[src/rtl/mem_bus_arbiter.sv]
// mem_bus_arbiter: round-robin two-master arbiter for the memory bus with a per-transaction watchdog
module mem_bus_arbiter #(
    parameter int AW = 32,
    parameter int DW = 32,
    parameter int TIMEOUT_CYCLES = 256
) (
    input  logic          clk,
    input  logic          rst,
    input  logic          m0_cyc,
    input  logic          m0_we,
    input  logic [AW-1:0] m0_addr,
    input  logic [DW-1:0] m0_wdata,
    output logic          m0_ack,
    output logic          m0_data_valid,
    output logic [DW-1:0] m0_rdata,
    input  logic          m1_cyc,
    input  logic          m1_we,
    input  logic [AW-1:0] m1_addr,
    input  logic [DW-1:0] m1_wdata,
    output logic          m1_ack,
    output logic          m1_data_valid,
    output logic [DW-1:0] m1_rdata,
    output logic          s_cyc,
    output logic          s_we,
    output logic [AW-1:0] s_addr,
    output logic [DW-1:0] s_wdata,
    input  logic          s_ack,
    input  logic          s_data_valid,
    input  logic [DW-1:0] s_rdata,
    output logic [1:0]    grant,
    output logic          timeout_err
);
    localparam logic [1:0] IDLE = 2'd0, CMD = 2'd1, WAIT_DATA = 2'd2;
    localparam int CW = TIMEOUT_CYCLES > 1 ? $clog2(TIMEOUT_CYCLES) : 1;

    logic [1:0]    state_q, state_d, grant_q, grant_d;
    logic          last_q, last_d, we_q, we_d;
    logic [CW-1:0] cnt_q, cnt_d;
    logic          own, o_cyc, o_we, in_cmd, in_wait, pick1;
    logic          expire, abort, real_ack, real_dv, done, tmo, ack_f, dv_f;
    logic [AW-1:0] o_addr;
    logic [DW-1:0] o_wdata, rdata_f;

    assign own     = grant_q[1];
    assign o_cyc   = own ? m1_cyc : m0_cyc;
    assign o_we    = own ? m1_we : m0_we;
    assign o_addr  = own ? m1_addr : m0_addr;
    assign o_wdata = own ? m1_wdata : m0_wdata;
    assign in_cmd  = state_q == CMD;
    assign in_wait = state_q == WAIT_DATA;
    assign pick1   = m1_cyc & (~m0_cyc | ~last_q);

    assign expire   = (TIMEOUT_CYCLES != 0) && (in_cmd || in_wait) && cnt_q == CW'(TIMEOUT_CYCLES - 1);
    assign abort    = in_cmd & ~o_cyc;
    assign real_ack = in_cmd & o_cyc & s_ack;
    assign real_dv  = in_wait ? s_data_valid : real_ack & s_data_valid;
    assign done     = in_cmd ? real_ack & (we_q | s_data_valid) : in_wait & s_data_valid;
    // A real completion or a master abort in the expiry cycle suppresses the watchdog
    assign tmo      = expire & ~done & ~abort;
    assign ack_f    = real_ack | (tmo & in_cmd);
    assign dv_f     = real_dv | (tmo & ~we_q);
    assign rdata_f  = real_dv ? s_rdata : '0;

    assign s_cyc   = in_cmd & o_cyc;
    assign s_we    = in_cmd & o_we;
    assign s_addr  = in_cmd ? o_addr : '0;
    assign s_wdata = in_cmd ? o_wdata : '0;

    assign m0_ack        = grant_q[0] & ack_f;
    assign m0_data_valid = grant_q[0] & dv_f;
    assign m0_rdata      = grant_q[0] ? rdata_f : '0;
    assign m1_ack        = grant_q[1] & ack_f;
    assign m1_data_valid = grant_q[1] & dv_f;
    assign m1_rdata      = grant_q[1] ? rdata_f : '0;
    assign grant         = grant_q;
    assign timeout_err   = tmo;

    always_comb begin
        state_d = state_q;
        grant_d = grant_q;
        last_d  = last_q;
        we_d    = we_q;
        cnt_d   = cnt_q;
        if (state_q == IDLE) begin
            if (m0_cyc | m1_cyc) begin
                state_d = CMD;
                grant_d = pick1 ? 2'b10 : 2'b01;
                we_d    = pick1 ? m1_we : m0_we;
                cnt_d   = '0;
            end
        end else begin
            cnt_d = cnt_q + 1'b1;
            if (abort | done | tmo) begin
                state_d = IDLE;
                grant_d = 2'b00;
                last_d  = own;
            end else if (real_ack) begin
                state_d = WAIT_DATA;
            end
        end
    end

    always_ff @(posedge clk) begin
        if (rst) begin
            state_q <= IDLE;
            grant_q <= 2'b00;
            last_q  <= 1'b1;
            we_q    <= 1'b0;
            cnt_q   <= '0;
        end else begin
            state_q <= state_d;
            grant_q <= grant_d;
            last_q  <= last_d;
            we_q    <= we_d;
            cnt_q   <= cnt_d;
        end
    end
endmodule
[config.mk]
export PLATFORM = sky130hd
export DESIGN_NAME = mem_bus_arbiter
export DESIGN_NICKNAME = d
export VERILOG_FILES = /design/src/rtl/mem_bus_arbiter.sv
export SDC_FILE = /design/constraint.sdc
export NUM_CORES = 1
export LEC_CHECK = 0
export ABC_CLOCK_PERIOD_IN_PS = 1900
export BUFFER_PORTS_ARGS = -buffer_cell sky130_fd_sc_hd__buf_2
export CAP_MARGIN = 30
export CORE_AREA = 5 5 115 117
export DETAILED_ROUTE_END_ITERATION = 8
export DIE_AREA = 0 0 120 122
export GPL_TIMING_DRIVEN = 0
export PLACE_DENSITY = 0.65
export SLEW_MARGIN = 5
export SYNTH_ARGS = -nofsm -noshare
export SYNTH_HDL_FRONTEND = slang
export SYNTH_SLANG_ARGS = --single-unit
[constraint.sdc]
create_clock -name clk -period 1.9 [get_ports clk]
set_clock_uncertainty 0.15 [all_clocks]
set_input_delay 0.475 -clock clk [delete_from_list [all_inputs] [get_ports clk]]
set_output_delay 0.475 -clock clk [all_outputs]
set_load 0.02 [all_outputs]
Yosys cells after proc, flatten, opt, wreduce, memory -nomap -nowiden. Index checks and enable logic that the tools add are counted.

Flip-flop bits (word level): 14. Bits of input ports: 168. Word-level logic and storage cells: 71. Output and inout port bits: 137.

Bitwise logic cells: 30. Add/subtract/negate cells: 1. Reduce and logical (&&, ||, !) cells: 9. Eq/ne operators: 4. Muxes and demuxes: 22.

Operator list (count): 32-bit 2-to-1 mux (7); 1-bit AND (16); 2-bit 2-to-1 mux (8); 8-bit 2-to-1 mux (2); 8-bit by 1-bit adder with 8-bit output (second input constant) (1); 8-bit equality test (second input constant) (1); 2-bit AND reduction (4); 1-bit NOT (7); 1-bit OR (7); 1-bit 2-to-1 mux (5); 3-bit nonzero test (1); 2-bit by 1-bit equality test with 1-bit output (second input constant) (1); 2-bit equality test (second input constant) (1); 2-bit zero test (1); 2-bit by 1-bit != test with 1-bit output (second input constant) (1); 2-bit nonzero test (1); 1-bit logical AND (1); 1-bit logical OR (1).

Logic depth before layout (Yosys ltp).
Depth in word-level cells: 11. Gate-level depth with buffers: 7. Gate-level depth less buffers: 6.

Worst setup path after synthesis. Ideal clock, no wire load.

Path type: register to output. Start point: register grant_q[1], in the netlist grant[1]. End point: output port m0_data_valid. Setup slack: -0.466 ns. Data required time: 1.275 ns. Cell stages (with the launch flop): 7. Path buffers: 2. Arrival time: 1.741 ns. Cells stage by stage: dfxtp_1 buf_4 mux2i_2 nor2_1 o211a_1 clkbuf_1 a41o_1.

Cells in the longest elaborated chain, start to end: 11. Elaborated cells on any way between the ends: 16. Classes of those cells: mux (3); bitwise (13).

RTL lines: start, declared (RTL line 36) `logic [1:0] state_q, state_d, grant_q, grant_d;`; start signal, assigned (RTL line 112) `grant_q <= grant_d;`; 1-bit 2-to-1 mux * (RTL line 45) `assign o_cyc = own ? m1_cyc : m0_cyc;`; 1-bit AND (2 in a row) (RTL line 55) `assign real_ack = in_cmd & o_cyc & s_ack;`; 1-bit AND (RTL line 57) `assign done = in_cmd ? real_ack & (we_q | s_data_valid) : in_wait & s_data_valid;`; 1-bit 2-to-1 mux (RTL line 57); 1-bit NOT (RTL line 59) `assign tmo = expire & ~done & ~abort;`; 1-bit AND (2 in a row) (RTL line 59); 1-bit AND (RTL line 61) `assign dv_f = real_dv | (tmo & ~we_q);`; 1-bit OR * (RTL line 61); 1-bit AND * (RTL line 70) `assign m0_data_valid = grant_q[0] & dv_f;`; end, declared (RTL line 14) `output logic m0_data_valid,`.

Mark *: on every way between the ends. The rest lies on a longest branch, timed or not.

Worst setup path in the final report.
Start point: register state_q[1]. End point: output port m1_data_valid.

Cells in the longest elaborated chain, start to end: 11. Elaborated cells on any way between the ends: 19. Classes of those cells: eq/ne (2); mux (2); bitwise (13); reduce/logical (2).

RTL lines: start, declared (RTL line 36); start signal, assigned (RTL line 111) `state_q <= state_d;`; 2-bit by 1-bit equality test with 1-bit output (RTL line 49) `assign in_cmd = state_q == CMD;`; 1-bit AND (2 in a row) (RTL line 55); 1-bit AND (RTL line 57); 1-bit 2-to-1 mux (RTL line 57); 1-bit NOT (RTL line 59); 1-bit AND (2 in a row) (RTL line 59); 1-bit AND (RTL line 61); 1-bit OR * (RTL line 61); 1-bit AND * (RTL line 73) `assign m1_data_valid = grant_q[1] & dv_f;`; end, declared (RTL line 21) `output logic m1_data_valid,`.

Marked as above.

==> results.json <==
{
  "status": "complete, but fails checks",
  "violations": "negative setup slack",
  "dr.pass1.iters": 4,
  "postSynthAreaPerCell_um2": 7.645,
  "period_share_pct": 126.1,
  "critPathMaxFanout": 5,
  "cp_top_family": "compound AO/OA/AOI/OAI gates",
  "gp_congestion": 0.7812,
  "cts_sinks": 14,
  "wl_met2_mm": 9.050,
  "drtAntennaViolNets": 0,
  "wl_per_cell_um": 19.72,
  "p_per_area_nw_per_um2": 437.8,
  "synth_compound_area_share_pct": 9.511,
  "yosysSeqAreaShare_pct": 11.90,
  "crit_chain": "inv_2, ha_4, buf_4, a221oi_4, buf_4, a41o_1, buf_6",
  "slowest_stage": "dfxtp_2",
  "nets": 832,
  "yosys.area.top_type": "mux2i_1",
  "setup_total_negative_slack_ns": -48.20,
  "maxCapViolCount": 0,
  "synthCells": 308,
  "max_freq_mhz": 417.4,
  "grt.overflow.total": 0,
  "cp_common_cell": "buf_4",
  "area_growth_syn_to_layout_pct": 185.9,
  "fp.dieArea_um2": 14640,
  "setup_viol": 140,
  "grt_setup_unrepaired": "yes",
  "grt_max_degree": 11,
  "clk-insertion-delay-late_ns": 0.25,
  "final_common_cell": "buf_2",
  "fin_area_um2": 6731,
  "htreeDepth": 1,
  "max-slew-margin-rel_pct": 49.08,
  "crit_type": "flop to output pin",
  "tightest_slew_ns": 0.7587,
  "synthAdderAreaFrac_pct": 2.125,
  "endpoint_kind": "output pin",
  "clockBufferDepth": 2,
  "final.setup.worst_slack_ns": -0.4957,
  "maxUsedRoutingLayer": "met4",
  "synth_seq_cells": 14,
  "clk_pin_slew_ns": 0.05,
  "cp.buffers_inverters": 4,
  "synth-simple-area-share_pct": 41.87,
  "place_area_um2": 4359,
  "root_buffer": "clkbuf_16",
  "core_area_um2": 12260,
  "antenna_cells": 0,
  "drv_slew": 0,
  "antenna_found_initial": 0,
  "synth.top_cells.by_area": "mux2i_1 28%, nor2b_1 18%, and2_1 17%, dfxtp_1 12%, clkbuf_1 3.0%",
  "die_w_um": 120,
  "synth_top_area_share_pct": 28.06,
  "drive_above_1_share_pct": 81.64,
  "synth_top_family_by_area": "simple AND/OR/NAND/NOR gates",
  "grt_pass1_wl_mm": 20.67,
  "drt_iter0_drc": 125,
  "yosys.area_share.xor_xnor_pct": 0.7439,
  "numCtsBuffers": 3,
  "start_kind": "flop",
  "drc": 0,
  "ys_types": 33,
  "num_rows": 41,
  "portBuffers": 304,
  "grtUsageTotal_pct": 17.85,
  "wirelength_mm": 15.96,
  "num_vias": 3689,
  "max_stage_delay_ns": 0.33,
  "m1WireLength_mm": 5.752,
  "leakagePower_uw": 0.003103,
  "layout_common_cells": "169 x buf_2, 111 x buf_6, 64 x and2_4",
  "crit_required_ns": 1.27,
  "wl_met3_um": 931,
  "fp.dieH_um": 122,
  "cts_tree": "done",
  "hold_viol": 0,
  "grt_pass1_vias": 3709,
  "worst_ep_arrival_time_ns": 1.77,
  "ir_worst_vdd_uv": 594.3,
  "synth_nets": 480,
  "io_pins": 305,
  "min_period_ns": 2.396,
  "start_util_pct": 19.21,
  "hp-class": "input port to flop",
  "syn_area_um2": 2355,
  "synthMuxAreaShare_pct": 28.64,
  "vias_per_cell": 4.560,
  "hpwl_mm": 10.40,
  "hold_buffers": 0,
  "yosys_warnings": 0
}
final cells by class:
class	count	area (µm²)
buffer	21	374.1
tap	150	187.7
multi-input combinational	263	2877
fill	1032	5529
timing repair buffer	349	2888
clock buffer	4	88.84
sequential	14	286.5
inverter	8	30.03
worst register-to-register path: cells and delay by family, from the launching register on:
kind	cells	cell delay [ns]
adders and majority gates	1	0.17
AOI/OAI and AO/OA	3	0.63
buffers and inverters	5	0.59
DFF	1	0.33
metal layers:
layer	up-vias	GRT usage [%]
met1	1754	19.99
met3	21	2.693
met4	0	3.293
met2	159	35.58
li1	1755	-
met5	-	0
path summary, 6_finish.rpt:
path	startpoint	to	slack, ns	depth (start not counted)
hold / removal	rst	state_q[1]	0.33	2
setup reg to reg	state_q[1]	state_q[0]	-0.08	9
setup / recovery	state_q[1]	m1_data_valid	-0.50	7
hold reg to reg	cnt_q[4]	cnt_q[4]	0.36	2
per-stage QoR:
stage               hold WS, ns  power [µW]  cells  setup slack, ns  utilization (%)
detailed placement       0.3365        1574    762          -0.6781            35.55
global placement         0.3343        1562    762          -0.6662            35.55
floorplan                0.3159        1108    308          -0.2445                -
global route             0.3375        3064    809          -0.5381            54.90
CTS                      0.3183        2658    803          -0.4731            50.29
finish                   0.3271        2947    809          -0.4957            54.90
cell families (layout without fill, tap and decap cells):
logic type / after synthesis / after routing
compound gates: 28 / 28
xor+xnor: 2 / 2
fa+ha+maj: 4 / 4
buf+inv: 31 / 382
flops: 14 / 14
mux: 67 / 67
simple gates: 162 / 162
repair_timing:
item	4_1_cts	5_1_grt
pin swaps	33	22
endpoints found under the setup margin	136	142
gates resized for setup	365	115
buffers inserted	29	1
hold endpoints to repair	0	0
gates cloned	10	6
cells in the mapped netlist:
cell	count
nor2b_1	69
mux2i_1	66
and2_1	64
clkbuf_1	19
dfxtp_1	14
a21oi_1	9
inv_1	8
nand2_1	5
nand3_1	5
nor3_1	5
o211ai_1	5
ha_1	4
nand4_1	3
nor2_1	3
o211a_1	3
or2_2	3
or3_1	3
a31oi_1	2
a41o_1	2
buf_2	2
nand4b_1	2
a2111oi_2	1
a211o_1	1
a21boi_0	1
a221oi_4	1
a32oi_1	1
buf_1	1
buf_4	1
mux2i_2	1
o21a_1	1
o21ai_1	1
xnor2_1	1
xor2_1	1
sequential cells by signal, summed over array words and instances, names as in the netlist:
register / count
cnt_q: 8
grant: 2
we_q: 1
state_q: 2
last_q: 1
power breakdown:
group | internal [µW] | leakage [µW] | switching, µW | total, µW
Clock | 319 | 0.0000442 | 126 | 446
Combinational | 1220 | 0.00294 | 956 | 2170
Sequential | 311 | 0.000115 | 16.6 | 328
(Power assumes the default switching activity.)
